**config.mk**
```make
export PLATFORM = sky130hd
export DESIGN_NAME = crypt_seq
export DESIGN_NICKNAME = d
export VERILOG_FILES = /design/src/rtl/crypt_seq.sv
export SDC_FILE = /design/constraint.sdc
export NUM_CORES = 1
export LEC_CHECK = 0
export CAP_MARGIN = 30
export CELL_PAD_IN_SITES_DETAIL_PLACEMENT = 1
export CELL_PAD_IN_SITES_GLOBAL_PLACEMENT = 1
export CORE_ASPECT_RATIO = 1.2
export CORE_MARGIN = 3
export CORE_UTILIZATION = 49
export DETAILED_ROUTE_END_ITERATION = 10
export DONT_BUFFER_PORTS = 1
export PLACE_DENSITY_LB_ADDON = 0.1
export SETUP_SLACK_MARGIN = 0.15
export SLEW_MARGIN = 5
export SYNTH_ARGS = -nofsm -noshare
export SYNTH_HDL_FRONTEND = slang
export SYNTH_SLANG_ARGS = --single-unit
```
**constraint.sdc**
```tcl
create_clock -name clk -period 2.4 [get_ports clk]
set_input_delay 0.36 -clock clk [delete_from_list [all_inputs] [get_ports clk]]
set_output_delay 0.36 -clock clk [all_outputs]
set_load 0.1 [all_outputs]
```
**src/rtl/crypt_seq.sv**
```systemverilog
// crypt_seq: frame sequencer for an external byte-wide crypt datapath.
// Latches key/mode/length on start and streams bytes through a two-stage
// valid/ready pipeline. Stage 1 feeds the datapath and stage 2 captures
// its result.
module crypt_seq (
  input  logic       clk,
  input  logic       rst,
  input  logic [7:0] cfg_key,
  input  logic       cfg_mode,
  input  logic [3:0] cfg_len,
  input  logic       start,
  input  logic       abort,
  output logic       busy,
  output logic       done,
  input  logic       in_valid,
  input  logic [7:0] in_data,
  output logic       in_ready,
  output logic       out_valid,
  output logic [7:0] out_data,
  input  logic       out_ready,
  output logic       dp_sel,
  output logic [7:0] dp_key,
  output logic [7:0] dp_inp,
  input  logic [7:0] dp_out
);

  typedef enum logic [1:0] {
    ST_IDLE  = 2'd0,
    ST_RUN   = 2'd1,
    ST_FLUSH = 2'd2
  } state_t;

  state_t     state_q, state_d;
  logic [7:0] key_q, key_d;
  logic       mode_q, mode_d;
  logic [4:0] len_q, len_d;
  logic [4:0] in_cnt_q, in_cnt_d;
  logic [4:0] out_cnt_q, out_cnt_d;
  logic       s1_valid_q, s1_valid_d;
  logic [7:0] dp_inp_q, dp_inp_d;
  logic       out_valid_q, out_valid_d;
  logic [7:0] out_data_q, out_data_d;
  logic       done_q, done_d;

  logic       s1_adv_s;
  logic       in_ready_s;
  logic       in_fire_s;
  logic       out_fire_s;
  logic       in_last_s;
  logic       out_last_s;
  logic       abort_s;

  // Handshake qualifiers; the counters are 5 bits so len=16 and the +1 compare never wrap.
  always_comb begin
    s1_adv_s   = s1_valid_q && (!out_valid_q || out_ready);
    in_ready_s = (state_q == ST_RUN) && (in_cnt_q < len_q) && (!s1_valid_q || s1_adv_s);
    in_fire_s  = in_valid && in_ready_s;
    out_fire_s = out_valid_q && out_ready;
    in_last_s  = in_fire_s && ((in_cnt_q + 5'd1) == len_q);
    out_last_s = out_fire_s && ((out_cnt_q + 5'd1) == len_q);
    abort_s    = abort && (state_q != ST_IDLE);
  end

  // Next-state for FSM, configuration latch and both pipeline stages.
  always_comb begin
    state_d     = state_q;
    key_d       = key_q;
    mode_d      = mode_q;
    len_d       = len_q;
    in_cnt_d    = in_cnt_q;
    out_cnt_d   = out_cnt_q;
    s1_valid_d  = s1_valid_q;
    dp_inp_d    = dp_inp_q;
    out_valid_d = out_valid_q;
    out_data_d  = out_data_q;
    done_d      = 1'b0;

    if (abort_s) begin
      // Abort drops everything in flight and returns silently to idle.
      state_d     = ST_IDLE;
      s1_valid_d  = 1'b0;
      out_valid_d = 1'b0;
      in_cnt_d    = 5'd0;
      out_cnt_d   = 5'd0;
    end else begin
      // Stage 1: load on input accept, empty when it hands off to stage 2.
      if (in_fire_s) begin
        s1_valid_d = 1'b1;
        dp_inp_d   = in_data;
        in_cnt_d   = in_cnt_q + 5'd1;
      end else if (s1_adv_s) begin
        s1_valid_d = 1'b0;
      end else begin
        s1_valid_d = s1_valid_q;
      end

      // Stage 2: capture the datapath result; hold until the consumer takes it.
      if (s1_adv_s) begin
        out_valid_d = 1'b1;
        out_data_d  = dp_out;
      end else if (out_fire_s) begin
        out_valid_d = 1'b0;
      end else begin
        out_valid_d = out_valid_q;
      end

      if (out_fire_s) begin
        out_cnt_d = out_cnt_q + 5'd1;
      end else begin
        out_cnt_d = out_cnt_q;
      end

      case (state_q)
        ST_IDLE: begin
          if (start && !abort) begin
            state_d   = ST_RUN;
            key_d     = cfg_key;
            mode_d    = cfg_mode;
            len_d     = (cfg_len == 4'd0) ? 5'd16 : {1'b0, cfg_len};
            in_cnt_d  = 5'd0;
            out_cnt_d = 5'd0;
          end else begin
            state_d = ST_IDLE;
          end
        end
        ST_RUN: begin
          if (in_last_s) begin
            state_d = ST_FLUSH;
          end else begin
            state_d = ST_RUN;
          end
        end
        ST_FLUSH: begin
          if (out_last_s) begin
            state_d = ST_IDLE;
            done_d  = 1'b1;
          end else begin
            state_d = ST_FLUSH;
          end
        end
        default: begin
          state_d     = ST_IDLE;
          s1_valid_d  = 1'b0;
          out_valid_d = 1'b0;
          in_cnt_d    = 5'd0;
          out_cnt_d   = 5'd0;
        end
      endcase
    end
  end

  // State registers, cleared asynchronously by rst.
  always_ff @(posedge clk or posedge rst) begin
    if (rst) begin
      state_q     <= ST_IDLE;
      key_q       <= 8'd0;
      mode_q      <= 1'b0;
      len_q       <= 5'd0;
      in_cnt_q    <= 5'd0;
      out_cnt_q   <= 5'd0;
      s1_valid_q  <= 1'b0;
      dp_inp_q    <= 8'd0;
      out_valid_q <= 1'b0;
      out_data_q  <= 8'd0;
      done_q      <= 1'b0;
    end else begin
      state_q     <= state_d;
      key_q       <= key_d;
      mode_q      <= mode_d;
      len_q       <= len_d;
      in_cnt_q    <= in_cnt_d;
      out_cnt_q   <= out_cnt_d;
      s1_valid_q  <= s1_valid_d;
      dp_inp_q    <= dp_inp_d;
      out_valid_q <= out_valid_d;
      out_data_q  <= out_data_d;
      done_q      <= done_d;
    end
  end

  assign busy      = (state_q != ST_IDLE);
  assign done      = done_q;
  assign in_ready  = in_ready_s;
  assign out_valid = out_valid_q;
  assign out_data  = out_data_q;
  assign dp_sel    = mode_q;
  assign dp_key    = key_q;
  assign dp_inp    = dp_inp_q;

endmodule

```
* After elaboration in Yosys (flattened, before gate mapping)
Cells that the tools add are included.
** Word-level totals
- Logic and storage cells :: 68
- Output and inout port bits :: 29
- Register bits :: 45
** Cells by class
- Add/sub/neg operators :: 2
- Bitwise logic cells :: 1
- Order comparisons :: 1
- Eq/ne operators :: 6
- Reduce and logical (&&, ||, !) cells :: 22
- Mux-type cells :: 25
** Operator list (number)
- 5-bit 2-to-1 mux :: 7
- 5-bit one-hot mux with 2 select lines :: 2
- 1-bit 2-to-1 mux :: 12
- 5-bit by 1-bit adder with 5-bit output (second input constant) :: 2
- 5-bit equality test :: 2
- 1-bit logical AND :: 9
- 4-bit by 1-bit != test with 1-bit output (second input constant) :: 2
- 2-bit 2-to-1 mux :: 3
- 2-bit one-hot mux with 3 select lines :: 1
- 5-bit < comparator :: 1
- 4-bit logical NOT :: 1
- 2-bit AND reduction :: 2
- 1-bit logical NOT :: 3
- 3-bit AND reduction :: 1
- 3-bit OR reduction :: 1
- 2-bit by 1-bit equality test with 1-bit output (second input constant) :: 1
- 2-bit equality test (second input constant) :: 1
- 2-bit logical NOT :: 1
- 1-bit logical OR :: 2
- 2-bit nonzero test :: 1
- 2-bit OR reduction :: 1
- 1-bit NOT :: 1

* Logic depth before layout (Yosys ltp)
- Depth in word-level cells :: 10
- Gate-level depth with buffers :: 8
- Depth with buffers taken out :: 7

* Least setup slack after synthesis
Ideal clock, no wire load.
- Path type :: register to output
- Start :: register len_q[1]
- End :: output port in_ready
- Stages on the path, launching flop included :: 7
- Setup slack :: -2.256 ns
- Path buffers :: 0
- Data arrival time :: 4.296 ns
- Cell sequence :: dfrtp_1 -> inv_1 -> ha_1 -> nor2b_1 -> o2111ai_1 -> nand2_1 -> nor4b_1
** Between the ends
- Word-level cells in the longest chain between the ends :: 3
** Ends and longest elaborated chain
- from (decl) :: line 36 : logic [4:0] len_q, len_d;
- from (signal assigned) :: line 170 : len_q <= len_d;
- 5-bit < comparator :: line 56 : in_ready_s = (state_q == ST_RUN) && (in_cnt_q < len_q) && (!s1_valid_q || s1_adv_s);
- 1-bit logical AND (2 in a row) :: line 56
- to (decl) :: line 17 : output logic in_ready,
No other way between the ends.

* Final worst setup path
- Start :: register len_q[3]
- End :: output port in_ready
The elaborated chain is that of the path after synthesis.

==> impl_results.md <==
- Status: finished clean
- Layout fillers: about 440
- Share of layout cells above drive strength 1: 23.30%
- Final Skew: 0.008264 ns
- Htree depth: 2
- Final Hold Fails: 0
- Worst-skew pair later-pin latency: approximately 0.30 ns
- Final Cell Area: between 2000 and 3000 um2
- Max FO, Critical Path: 5
- Clk sinks: 45
- Max Clk Rate: roughly 440 MHz
- Initial Util: between 50% and 60%
- Fin nets: roughly 250
- Final worst path period share: 94.85%
- Max_slew headroom: roughly 37%
- ANT cells: 0
- Cells after Synth: 189
- Critical Path AT: 1.92 ns
- Yosys reg bits: 45
- Die W: just under 70 um
- GR Overflow Total: 0
- Asr flop ratio synth: 100.0%
- Largest net degree at the start of global routing: 24
- CP Class: reg2out
- Vias in the first global route: 1875
- Hold WS: approximately 0.19 ns
- Synth area leader: dfrtp_1
- Root Driver: clkbuf_8
- GP Congestion: between 0.9 and 1
- Ranking of synthesized cells by area: dfrtp_1, mux2_1, ha_1
- Hpwl dp: 4.179 mm
- I/O Buffers: 0
- Routed len/inst: about 22 um
- Setup WS pre-CTS: about 0.24 ns
- Core area: 4359 um2
- Commonest non-fill, non-tap cell in the layout: dfrtp_1
- Syn_nets: 235
- Full die area: about 5500 um2
- Drt total wl: between 5 and 6 mm
- Syn avg cell area: 11.96 um2
- Max Transition Viols Final: 0
- Initial antenna violation count: 0
- Yosys cell types: 42
- Mapped Area: 2261 um2
- DP Area: 2421 um2
- Via density: 5.828
- Worst setup SP type: register
- Worst-margin pin slew: 0.9507 ns
- Number of enable flip-flop cells after synthesis: 0
- DR vias: 1527
- First-pass iteration count of the detailed router: 4
- Die Y: 80.41 um
- Synth Flop Type: dfrtp_1
- Max-cap viol count: 0
- Final ANT Viol Nets: 0
- Global-route wire length before repair: 9.280 mm
- DRC violations left: 0
- Top-area cell type share of the netlist area: 49.81%
- Tmin final: 2.276 ns
- RSZ-0062 raised after global routing: yes
- Commonest non-fill, non-tap cells in the layout: dfrtp_1, nor2_1, mux2_1, ha_1, buf_4
- CTS Buffer Depth: 2
- Sequential element share of the synthesized area: 49.81%
- Layout area overhead: 15.83%
- CTS tree: yes
- Setup violations, final: 0
- 1st-iter DRT viols: 41
- CP required: 2.04 ns
- Hold crit path type: in2reg
- Cell Rows: 26
- Synthesis warning total: 0
- CTS buffer count: 5
- I/O pins: 64
- Post-layout util: between 60% and 70%
- Crit. End Element: output port
- Tot GR Track Use: 23.67%
- Worst setup margin: 0.1236 ns
- Worst-path clk slew: 0.08 ns
Yosys cell counts (3+ instances only):
| library cell | n |
|---|---|
| mux2_4 | 8 |
| nor2_1 | 15 |
| nand3_1 | 5 |
| nand2_1 | 10 |
| or3_1 | 4 |
| mux2_2 | 8 |
| a21oi_1 | 5 |
| nor2b_1 | 3 |
| ha_1 | 11 |
| inv_1 | 9 |
| xor2_1 | 7 |
| xnor2_1 | 8 |
| o21ai_0 | 5 |
| dfrtp_1 | 45 |
| mux2_1 | 13 |
final timing paths:
check	from	endpoint	slack, ns	depth (start not counted)
setup / recovery	len_q[3]	in_ready	0.12	7
min in group asynchronous	rst	dp_key[0]	0.46	2
max in group asynchronous	rst	s1_valid_q	1.27	4
hold / removal	cfg_key[6]	dp_key[6]	0.19	1
hold reg to reg	out_cnt_q[4]	out_cnt_q[4]	0.59	2
setup reg to reg	in_cnt_q[1]	state_q[0]	0.31	7
repair_timing:
| item | CTS | global route |
|---|---|---|
| hold buffers | 1 | 0 |
| pin swaps | 2 | 0 |
| resized for setup | 5 | 0 |
| setup endpoints to repair | 1 | 1 |
| endpoints found under the hold margin | 9 | 0 |
| setup buffers | 5 | 0 |
worst max-delay path, cell delays in order (launching register included):
cell     delay [ns]
dfrtp_1        0.41
inv_1          0.11
ha_4           0.22
a21o_1         0.20
nand2_2        0.11
nand2_2        0.08
nor4b_4        0.28
buf_12         0.22
stage by stage:
step                      cells  setup TNS, ns
after floorplan             189        -0.2262
after global routing        262              0
after CTS                   262              0
final                       262              0
after global placement      247              0
after detailed placement    248              0
cell families (layout without fill, tap and decap cells):
| logic type | count (synthesis) | in the layout | synth area share, % |
|---|---|---|---|
| flip-flops | 45 | 45 | 49.81 |
| AO/OA/AOI/OAI | 19 | 19 | 5.478 |
| AND/OR/NAND/NOR | 55 | 55 | 13.89 |
| buffers and inverters | 14 | 31 | 2.711 |
| multiplexers | 30 | 30 | 16.22 |
| XOR/XNOR | 15 | 15 | 5.811 |
| adder cells (fa/ha/maj) | 11 | 11 | 6.087 |
routing by layer:
layer	vias to the layer above	part of all wire, %	wire (um)	global-route usage (%)
met4	0	3.2	181	11.53
met2	57	57	3244	42.04
met1	763	35	1993	24.73
li1	688	-	-	-
met3	19	5.1	290	6.853
met5	-	0	0	0
flip-flops by register name (all words and copies together), names as in the netlist:
| signal | count |
|---|---|
| done | 1 |
| dp_inp | 8 |
| dp_key | 8 |
| dp_sel | 1 |
| in_cnt_q | 5 |
| len_q | 5 |
| out_cnt_q | 5 |
| out_data | 8 |
| out_valid | 1 |
| s1_valid_q | 1 |
| state_q | 2 |
area by class of cell:
type	instances	area, um2	area share (%)
Multi-Input combinational cell	130	1131	43.19
Tap cell	56	70.07	2.676
Clock buffer	6	82.58	3.153
Timing Repair Buffer	13	132.6	5.064
Inverter	10	37.54	1.433
Clock inverter	2	37.54	1.433
Sequential cell	45	1127	43.05
Power of run 1 is not shown: default switching activity piles up to over one toggle a cycle in this logic, so the estimate is an artifact.
